$ cat src/rtl/complex_mult_mod.sv
// complex_mult_mod: sequential shift-and-add complex multiplier.
// Computes (A1 + jA2) * (B1 + jB2) on two's-complement operands using
// four magnitude accumulators, one multiplier bit per cycle.
// Ports:
//   clk, rst_n         - rising-edge clock, asynchronous active-low reset
//   Op                 - pipeline opcode; Op == MUL_OP in IDLE issues a multiply
//   A1, A2             - real / imaginary multiplicand
//   B1, B2             - real / imaginary multiplier
//   Out1, Out2         - real / imaginary product window, registered
//   Stall              - combinational; high while the unit holds the pipeline
module complex_mult_mod #(
    parameter int unsigned                DATA_SIZE = 8,
    parameter int unsigned                OP_SIZE   = 4,
    parameter logic [OP_SIZE-1:0]         MUL_OP    = OP_SIZE'(4'b0010),
    parameter int unsigned                FRAC_BITS = 0
) (
    input  logic                  clk,
    input  logic                  rst_n,
    input  logic [OP_SIZE-1:0]    Op,
    input  logic [DATA_SIZE-1:0]  A1,
    input  logic [DATA_SIZE-1:0]  A2,
    input  logic [DATA_SIZE-1:0]  B1,
    input  logic [DATA_SIZE-1:0]  B2,
    output logic [DATA_SIZE-1:0]  Out1,
    output logic [DATA_SIZE-1:0]  Out2,
    output logic                  Stall
);

    localparam int unsigned AW = 2 * DATA_SIZE;      // magnitude accumulator width
    localparam int unsigned PW = 2 * DATA_SIZE + 1;  // signed full-precision width
    localparam int unsigned CW = $clog2(DATA_SIZE + 1);

    typedef enum logic [1:0] {IDLE, RUN, DONE} state_t;

    state_t                 state;
    logic [CW-1:0]          cnt;
    logic [DATA_SIZE-1:0]   mag_a1, mag_a2, mag_b1, mag_b2;
    logic                   sgn_a1, sgn_a2, sgn_b1, sgn_b2;
    logic [AW-1:0]          acc11, acc22, acc12, acc21;

    logic [CW-1:0]          k;
    logic [DATA_SIZE-1:0]   sel;
    logic [AW-1:0]          sh_a1, sh_a2;
    logic [AW-1:0]          nxt11, nxt22, nxt12, nxt21;
    logic [PW-1:0]          p11, p22, p12, p21;
    logic [PW-1:0]          re, im;

    // Two's-complement magnitude; the most negative value maps to 2^(DATA_SIZE-1).
    function automatic logic [DATA_SIZE-1:0] mag_of(input logic [DATA_SIZE-1:0] x);
        return x[DATA_SIZE-1] ? DATA_SIZE'(0) - x : x;
    endfunction

    // Signed extension of a magnitude product, negated when the operand signs differ.
    function automatic logic [PW-1:0] signed_of(input logic [AW-1:0] m, input logic neg);
        return neg ? PW'(0) - PW'(m) : PW'(m);
    endfunction

    // Partial products for the current iteration and the final signed sums.
    always_comb begin
        k     = CW'(DATA_SIZE) - cnt;
        sel   = DATA_SIZE'(1) << k;
        sh_a1 = AW'(mag_a1) << k;
        sh_a2 = AW'(mag_a2) << k;
        nxt11 = acc11 + ((|(mag_b1 & sel)) ? sh_a1 : AW'(0));
        nxt22 = acc22 + ((|(mag_b2 & sel)) ? sh_a2 : AW'(0));
        nxt12 = acc12 + ((|(mag_b2 & sel)) ? sh_a1 : AW'(0));
        nxt21 = acc21 + ((|(mag_b1 & sel)) ? sh_a2 : AW'(0));
        p11   = signed_of(nxt11, sgn_a1 ^ sgn_b1);
        p22   = signed_of(nxt22, sgn_a2 ^ sgn_b2);
        p12   = signed_of(nxt12, sgn_a1 ^ sgn_b2);
        p21   = signed_of(nxt21, sgn_a2 ^ sgn_b1);
        re    = p11 - p22;
        im    = p12 + p21;
    end

    // Reset gates Stall so it is low while rst_n is asserted whatever Op is.
    assign Stall = rst_n && (((state == IDLE) && (Op == MUL_OP)) || (state == RUN));

    // Control FSM, operand capture, accumulation and result registers.
    always_ff @(posedge clk or negedge rst_n) begin
        if (!rst_n) begin
            state  <= IDLE;
            cnt    <= '0;
            mag_a1 <= '0;
            mag_a2 <= '0;
            mag_b1 <= '0;
            mag_b2 <= '0;
            sgn_a1 <= 1'b0;
            sgn_a2 <= 1'b0;
            sgn_b1 <= 1'b0;
            sgn_b2 <= 1'b0;
            acc11  <= '0;
            acc22  <= '0;
            acc12  <= '0;
            acc21  <= '0;
            Out1   <= '0;
            Out2   <= '0;
        end else begin
            case (state)
                IDLE: begin
                    if (Op == MUL_OP) begin
                        mag_a1 <= mag_of(A1);
                        mag_a2 <= mag_of(A2);
                        mag_b1 <= mag_of(B1);
                        mag_b2 <= mag_of(B2);
                        sgn_a1 <= A1[DATA_SIZE-1];
                        sgn_a2 <= A2[DATA_SIZE-1];
                        sgn_b1 <= B1[DATA_SIZE-1];
                        sgn_b2 <= B2[DATA_SIZE-1];
                        acc11  <= '0;
                        acc22  <= '0;
                        acc12  <= '0;
                        acc21  <= '0;
                        cnt    <= CW'(DATA_SIZE);
                        state  <= RUN;
                    end
                end
                RUN: begin
                    acc11 <= nxt11;
                    acc22 <= nxt22;
                    acc12 <= nxt12;
                    acc21 <= nxt21;
                    cnt   <= cnt - CW'(1);
                    // Last iteration: the sums already include this cycle's partial products.
                    if (cnt == CW'(1)) begin
                        Out1  <= DATA_SIZE'(re >> FRAC_BITS);
                        Out2  <= DATA_SIZE'(im >> FRAC_BITS);
                        state <= DONE;
                    end
                end
                DONE: begin
                    state <= IDLE;
                end
                default: begin
                    state <= IDLE;
                end
            endcase
        end
    end

endmodule

$ cat config.mk
export PLATFORM = sky130hd
export DESIGN_NAME = complex_mult_mod
export DESIGN_NICKNAME = d
export VERILOG_FILES = /design/src/rtl/complex_mult_mod.sv
export SDC_FILE = /design/constraint.sdc
export NUM_CORES = 1
export LEC_CHECK = 0
export ABC_AREA = 1
export CORE_MARGIN = 2
export CORE_UTILIZATION = 54
export DETAILED_ROUTE_END_ITERATION = 7
export PLACE_DENSITY = 0.73
export SLEW_MARGIN = 20
export SYNTH_ARGS = -nofsm -noshare
export SYNTH_HDL_FRONTEND = slang
export SYNTH_SLANG_ARGS = --single-unit
$ cat constraint.sdc
create_clock -name clk -period 4.8 [get_ports clk]
set_input_delay 0.96 -clock clk [delete_from_list [all_inputs] [get_ports clk]]
set_output_delay 0.96 -clock clk [all_outputs]
set_load 0.005 [all_outputs]
# After elaboration in Yosys (flattened, before gate mapping)
# Cells that the tools add are included.
# classes
mux	22
shift	3
reduce_logical	11
addsub	16
bitwise_logic	6
eq_ne	5
# op_table
cell	n
16-bit case mux with 2 select lines	4
16-bit 2-to-1 mux	5
16-bit adder	4
8-bit 2-to-1 mux	8
1-bit by 8-bit subtractor with 8-bit output (first input constant)	8
8-bit by 4-bit << shifter with 16-bit output	2
8-bit bitwise AND	2
8-bit OR reduction	2
8-bit adder	1
4-bit case mux with 2 select lines	1
2-bit AND reduction	4
1-bit by 4-bit << shifter with 8-bit output (first input constant)	1
8-bit subtractor	1
4-bit by 1-bit equality test with 1-bit output (second input constant)	1
4-bit by 2-bit equality test with 1-bit output (second input constant)	1
2-bit 2-to-1 mux	2
4-bit 2-to-1 mux	1
2-bit by 1-bit inequality test with 1-bit output (second input constant)	2
2-bit case mux with 2 select lines	1
4-bit by 1-bit subtractor with 4-bit output (second input constant)	1
4-bit subtractor (first input constant)	1
1-bit bitwise XOR	4
2-bit by 1-bit equality test with 1-bit output (second input constant)	1
1-bit logical AND	2
other kinds (3)	3
# totals
ff_bits	122
out_inout_bits	17
elab_cells	79

# Logic depth before layout (Yosys ltp)
# depth
word_depth	9
ltp_mapped	37
depth_no_buf	35

# Worst setup path after synthesis
# No wires, ideal clock.
# synth_path
kind	reg-to-reg
startpoint	register cnt[0]
endpoint	register Out1[7]
t_arrival_ps	4710
required_ps	4687
path_stages_with_launch	33
setup_slack_ps	-23
path_buffers	2
setup_time_ps	113
cell_sequence	dfrtp_1 inv_2 clkbuf_1 ha_1 nand2_1 nand2_1 nor2_1 nand3_1 nand2_1 nor2_2 nand2_2 inv_1 clkbuf_1 nor2_1 ha_1 fa_1 xor2_1 nor3_1 nand2_1 o21ai_0 xnor2_1 inv_1 ha_1 nand2_1 o21ai_0 a31oi_1 nand3_1 nand2_1 inv_1 nand2_1 nand3_1 nand2_1 inv_1
# synth_via
elab_chain_len	9
# synth_rtl
item	line	source
start: declaration	36	logic [CW-1:0] cnt;
start signal: assignment	114	cnt <= CW'(DATA_SIZE);
start signal: assignment	123	cnt <= cnt - CW'(1);
4-bit subtractor	60	k = CW'(DATA_SIZE) - cnt;
1-bit by 4-bit << shifter with 8-bit output	61	sel = DATA_SIZE'(1) << k;
8-bit bitwise AND (on tied branches)	64, 65	
8-bit OR reduction (on tied branches)	64, 65	
16-bit 2-to-1 mux (on tied branches)	64, 65	
16-bit adder (on tied branches)	64, 65	
1-bit by 8-bit subtractor with 8-bit output	55	return neg ? PW'(0) - PW'(m) : PW'(m);
8-bit 2-to-1 mux	55	
8-bit subtractor	72	re = p11 - p22;
end signal: assignment	126	Out1 <= DATA_SIZE'(re >> FRAC_BITS);
end: declaration	24	output logic [DATA_SIZE-1:0] Out1,
# Parallel ways exist; a longest one is shown, timed or not.
# A chain may end at the register's enable or synchronous reset.

# Worst setup path after layout
# layout_path
startpoint	register cnt[0]
endpoint	register Out2[7]
# layout_via
elab_chain_len	9
# layout_rtl
item	line	source
4-bit subtractor	60	
1-bit by 4-bit << shifter with 8-bit output	61	
8-bit bitwise AND (on tied branches)	66, 67	
8-bit OR reduction (on tied branches)	66, 67	
16-bit 2-to-1 mux (on tied branches)	66, 67	
16-bit adder (on tied branches)	66, 67	
1-bit by 8-bit subtractor with 8-bit output	55	
8-bit 2-to-1 mux	55	
8-bit adder	73	im = p12 + p21;
end signal: assignment	127	Out2 <= DATA_SIZE'(im >> FRAC_BITS);
end: declaration	25	output logic [DATA_SIZE-1:0] Out2,
# Parallel ways exist; a longest one is shown, timed or not.

==> impl_metrics.prom <==
# TYPE chip_impl_metric gauge
chip_impl_metric{name="routed-via-count",unit=""} 6850
chip_impl_metric{name="cp_max_fo",unit=""} 7
chip_impl_metric{name="design.die.area",unit="mm²"} 0.01434
chip_impl_metric{name="setup_failing_eps_final",unit=""} 0
chip_impl_metric{name="syn2layout_area_growth",unit="%"} 20.49
chip_impl_info{name="path_type_of_the_worst_setup_path",value="flop to flop"} 1
chip_impl_metric{name="antenna_violations_before_repair",unit=""} 0
chip_impl_metric{name="syn_area",unit="mm²"} 0.007234
chip_impl_metric{name="detailed_place_hpwl",unit="µm"} 13220
chip_impl_metric{name="post_synth_num_cell_types",unit=""} 39
chip_impl_metric{name="critical-path-max-stage-delay",unit="ns"} 0.44
chip_impl_metric{name="leakagePower",unit="nW"} 4.419
chip_impl_metric{name="detailedRoute.firstPassIterationCount",unit=""} 6
chip_impl_info{name="ys_top_cells_by_area",value="dfrtp_1 (31%), nand2_1 (16%), ha_1 (9.7%)"} 1
chip_impl_metric{name="grt_start_max_net_pins",unit=""} 64
chip_impl_metric{name="final_net_count",unit=""} 1219
chip_impl_info{name="worst_path_max_delay_cell",value="dfrtp_2"} 1
chip_impl_metric{name="holdBufCountCts",unit=""} 0
chip_impl_metric{name="worst_slew_pin_slew",unit="ns"} 0.8102
chip_impl_metric{name="synth.net_count",unit=""} 1144
chip_impl_metric{name="final_design_area_no_fill",unit="mm²"} 0.008717
chip_impl_metric{name="routed_wirelength",unit="µm"} 17580
chip_impl_metric{name="post_synth_inst_count",unit=""} 1044
chip_impl_info{name="start_kind",value="flop"} 1
chip_impl_metric{name="num_io_pins",unit=""} 55
chip_impl_metric{name="finalCritPeriodShare",unit=""} 0.9329
chip_impl_metric{name="track_usage",unit=""} 0.2537
chip_impl_metric{name="ys_async_sr_fraction",unit=""} 1.000
chip_impl_metric{name="wire_length_of_the_first_global_routing_pass",unit="µm"} 29230
chip_impl_metric{name="dpl_cell_area",unit="mm²"} 0.008034
chip_impl_metric{name="via_count_of_the_first_global_routing_pass",unit=""} 6227
chip_impl_metric{name="postSynthRegisterBits",unit=""} 90
chip_impl_metric{name="maxClockFrequency",unit="MHz"} 223.3
chip_impl_metric{name="ctsHtreeMaxLevel",unit=""} 3
chip_impl_metric{name="postRouteAntennaNets",unit=""} 0
chip_impl_info{name="mostFrequentLayoutCells",value="nand2_1 (297), inv_1 (124), o21ai_0 (104)"} 1
chip_impl_info{name="worst_hold_path_type",value="flop to flop"} 1
chip_impl_metric{name="global_route.overflow_total",unit=""} 0
chip_impl_metric{name="slew_violations",unit=""} 0
chip_impl_metric{name="drv.max_cap_violation_count",unit=""} 0
chip_impl_metric{name="power-per-cell-area",unit="mW/mm²"} 777.5
chip_impl_info{name="ctsRootBufferMaster",value="clkbuf_16"} 1
chip_impl_info{name="worstSetupEndpointType",value="flop"} 1
chip_impl_metric{name="route.detailed.wl_per_inst",unit="µm"} 13.54
chip_impl_metric{name="post_synth_edffs",unit=""} 0
chip_impl_metric{name="setup-tns-final",unit="ns"} 0
chip_impl_metric{name="design.core.area",unit="mm²"} 0.01314
chip_impl_info{name="status",value="finished, final reports clean"} 1
chip_impl_metric{name="post-synth-top-area-fraction",unit=""} 0.3113
chip_impl_metric{name="floorplan.rows",unit=""} 42
chip_impl_metric{name="max_slew_margin",unit=""} 0.4599
chip_impl_metric{name="insertion_delay",unit="ns"} 0.36
chip_impl_info{name="tritoncts",value="done"} 1
chip_impl_metric{name="cts.sinks",unit=""} 90
chip_impl_info{name="layout.cells.most_common",value="nand2_1"} 1
chip_impl_metric{name="chipHeight",unit="µm"} 119.7
chip_impl_metric{name="ys_warn_count",unit=""} 0
chip_impl_metric{name="drive_above_1_share",unit=""} 0.1086
chip_impl_metric{name="syn_area_cell",unit="µm²"} 6.930
chip_impl_metric{name="drt_first_iter_violations",unit=""} 413
chip_impl_metric{name="sequential_share_of_the_synthesized_area",unit=""} 0.3113
chip_impl_metric{name="cp_data_arrival_time",unit="ns"} 4.73
chip_impl_metric{name="cts_buffers",unit=""} 9
chip_impl_metric{name="final.setup_skew",unit="ns"} 0.009304
chip_impl_info{name="top_cell_by_count_worst_path",value="nand2_1"} 1
chip_impl_metric{name="max-vdd-ir-drop",unit="mV"} 0.3684
chip_impl_metric{name="cts_buffer_depth",unit=""} 2
chip_impl_metric{name="min_period",unit="ns"} 4.478
chip_impl_metric{name="placement.io_buffers",unit=""} 54
chip_impl_metric{name="finalWeightedCongestion",unit=""} 0.9486
chip_impl_metric{name="cts.reportedPaths.clkPinSlew",unit="ns"} 0.06
chip_impl_metric{name="n_fill_cell",unit=""} 1156
chip_impl_metric{name="post-route-drc-count",unit=""} 0
chip_impl_metric{name="antenna_cells_inserted",unit=""} 0
chip_impl_metric{name="detail_route.vias_per_cell",unit=""} 5.273
chip_impl_metric{name="floorplan.initialDensity",unit=""} 0.5507
chip_impl_info{name="synth_largest_area_cell",value="dfrtp_1"} 1
chip_impl_metric{name="cp_data_required_time",unit="ns"} 5.05
chip_impl_metric{name="die_width",unit="µm"} 119.7
chip_impl_info{name="ys_dominant_reg_cell",value="dfrtp_1"} 1
chip_impl_metric{name="final_hold_viol_count",unit=""} 0
==> layer usage <==
metal	wire, µm	global-route usage	vias up
met4	448	0.1051	0
met5	0	0	-
li1	-	-	3555
met1	8264	0.3447	3101
met3	708	0.03232	26
met2	8161	0.4104	168
==> critical path, delay by kind of cell (launching register included) <==
kind,cells,cell delay [ns]
adder cells (fa/ha/maj),5,1.35
AND/OR/NAND/NOR,13,1.25
buffers and inverters,6,0.65
AO/OA/AOI/OAI,4,0.55
flip-flops,1,0.44
XOR/XNOR,1,0.14
==> cells in the mapped netlist, types with 3 or more instances <==
| cell | number |
|---|---|
| nand2_1 | 302 |
| inv_1 | 129 |
| o21ai_0 | 108 |
| dfrtp_1 | 90 |
| nand3_1 | 78 |
| nor2_1 | 74 |
| ha_1 | 56 |
| xor2_1 | 42 |
| a21oi_1 | 29 |
| clkbuf_1 | 20 |
| nand4_1 | 18 |
| xnor2_1 | 13 |
| o21ai_1 | 10 |
| nor3_1 | 9 |
| o211ai_1 | 8 |
| fa_1 | 6 |
| o22ai_1 | 6 |
| o31ai_1 | 6 |
| nor2_2 | 5 |
| nand2_2 | 4 |
| nand3b_1 | 4 |
| buf_2 | 3 |
| or2_2 | 3 |
==> final timing paths <==
| kind | startpoint | end | slack, ns | cells past startpoint |
|---|---|---|---|---|
| worst max-delay path | cnt[0]$_DFFE_PN0P_ | Out2[7]$_DFFE_PN0P_ | 0.32 | 29 |
| worst max register to register | cnt[0]$_DFFE_PN0P_ | Out2[7]$_DFFE_PN0P_ | 0.32 | 29 |
| worst min-delay path | Out2[0]$_DFFE_PN0P_ | Out2[0]$_DFFE_PN0P_ | 0.47 | 2 |
| min in group asynchronous | rst_n | Out1[6]$_DFFE_PN0P_ | 0.51 | 1 |
| max in group asynchronous | rst_n | cnt[0]$_DFFE_PN0P_ | 3.10 | 2 |
| worst min register to register | Out2[0]$_DFFE_PN0P_ | Out2[0]$_DFFE_PN0P_ | 0.47 | 2 |
==> timing repair <==
item                                    CTS  global route
endpoints found under the setup margin    1             8
resized for setup                         1            76
buffers inserted                          0            13
cloned                                    0             2
pin swaps                                 0            13
==> metrics by stage <==
step | std cells | power [mW] | utilization | hold slack, ns | setup slack [ns]
2_1_floorplan | 1044 | 4.474 | - | 0.4478 | 0.09145
3_3_place_gp | 1269 | 5.543 | 0.6115 | 0.4526 | 0.1111
3_5_place_dp | 1269 | 5.614 | 0.6115 | 0.4582 | 0.009325
4_1_cts | 1284 | 6.312 | 0.6322 | 0.4742 | 0.03541
5_1_grt | 1299 | 7.498 | 0.6635 | 0.4984 | -0.01365
6_report | 1299 | 6.777 | 0.6635 | 0.4684 | 0.3219
==> power by group <==
part	switching [mW]	total (mW)	internal [mW]
Sequential	0.231	1.31	1.07
Combinational	2.89	4.80	1.91
Clock	0.303	0.677	0.374
==> cell type report <==
class                           instances  area (µm²)  share of cell area
Inverter                              132       504.2             0.05784
Clock buffer                           12       256.5             0.02942
Timing Repair Buffer                   90       817.0             0.09373
Tap cell                              176       220.2             0.02526
Sequential cell                        90        2255              0.2586
Multi-Input combinational cell        796        4649              0.5334
Clock inverter                          3       15.01            0.001722
==> registers in the layout (all words and copies together), names as in the netlist, 2 cells and up <==
signal,flops
acc11,8
mag_b2,8
acc21,8
mag_b1,8
acc12,8
mag_a1,8
Out1,8
mag_a2,8
state,2
cnt,4
Out2,8
acc22,8
==> kinds of logic (layout without fill, tap and decap cells) <==
logic type / Yosys count / in the layout / share of synthesized area
adder cells (fa/ha/maj): 62 / 62 / 0.1135
flip-flops: 90 / 90 / 0.3113
AO/OA/AOI/OAI: 176 / 176 / 0.1316
buffers and inverters: 159 / 237 / 0.08561
AND/OR/NAND/NOR: 501 / 502 / 0.2892
XOR/XNOR: 56 / 56 / 0.06883
(Power assumes the default switching activity.)
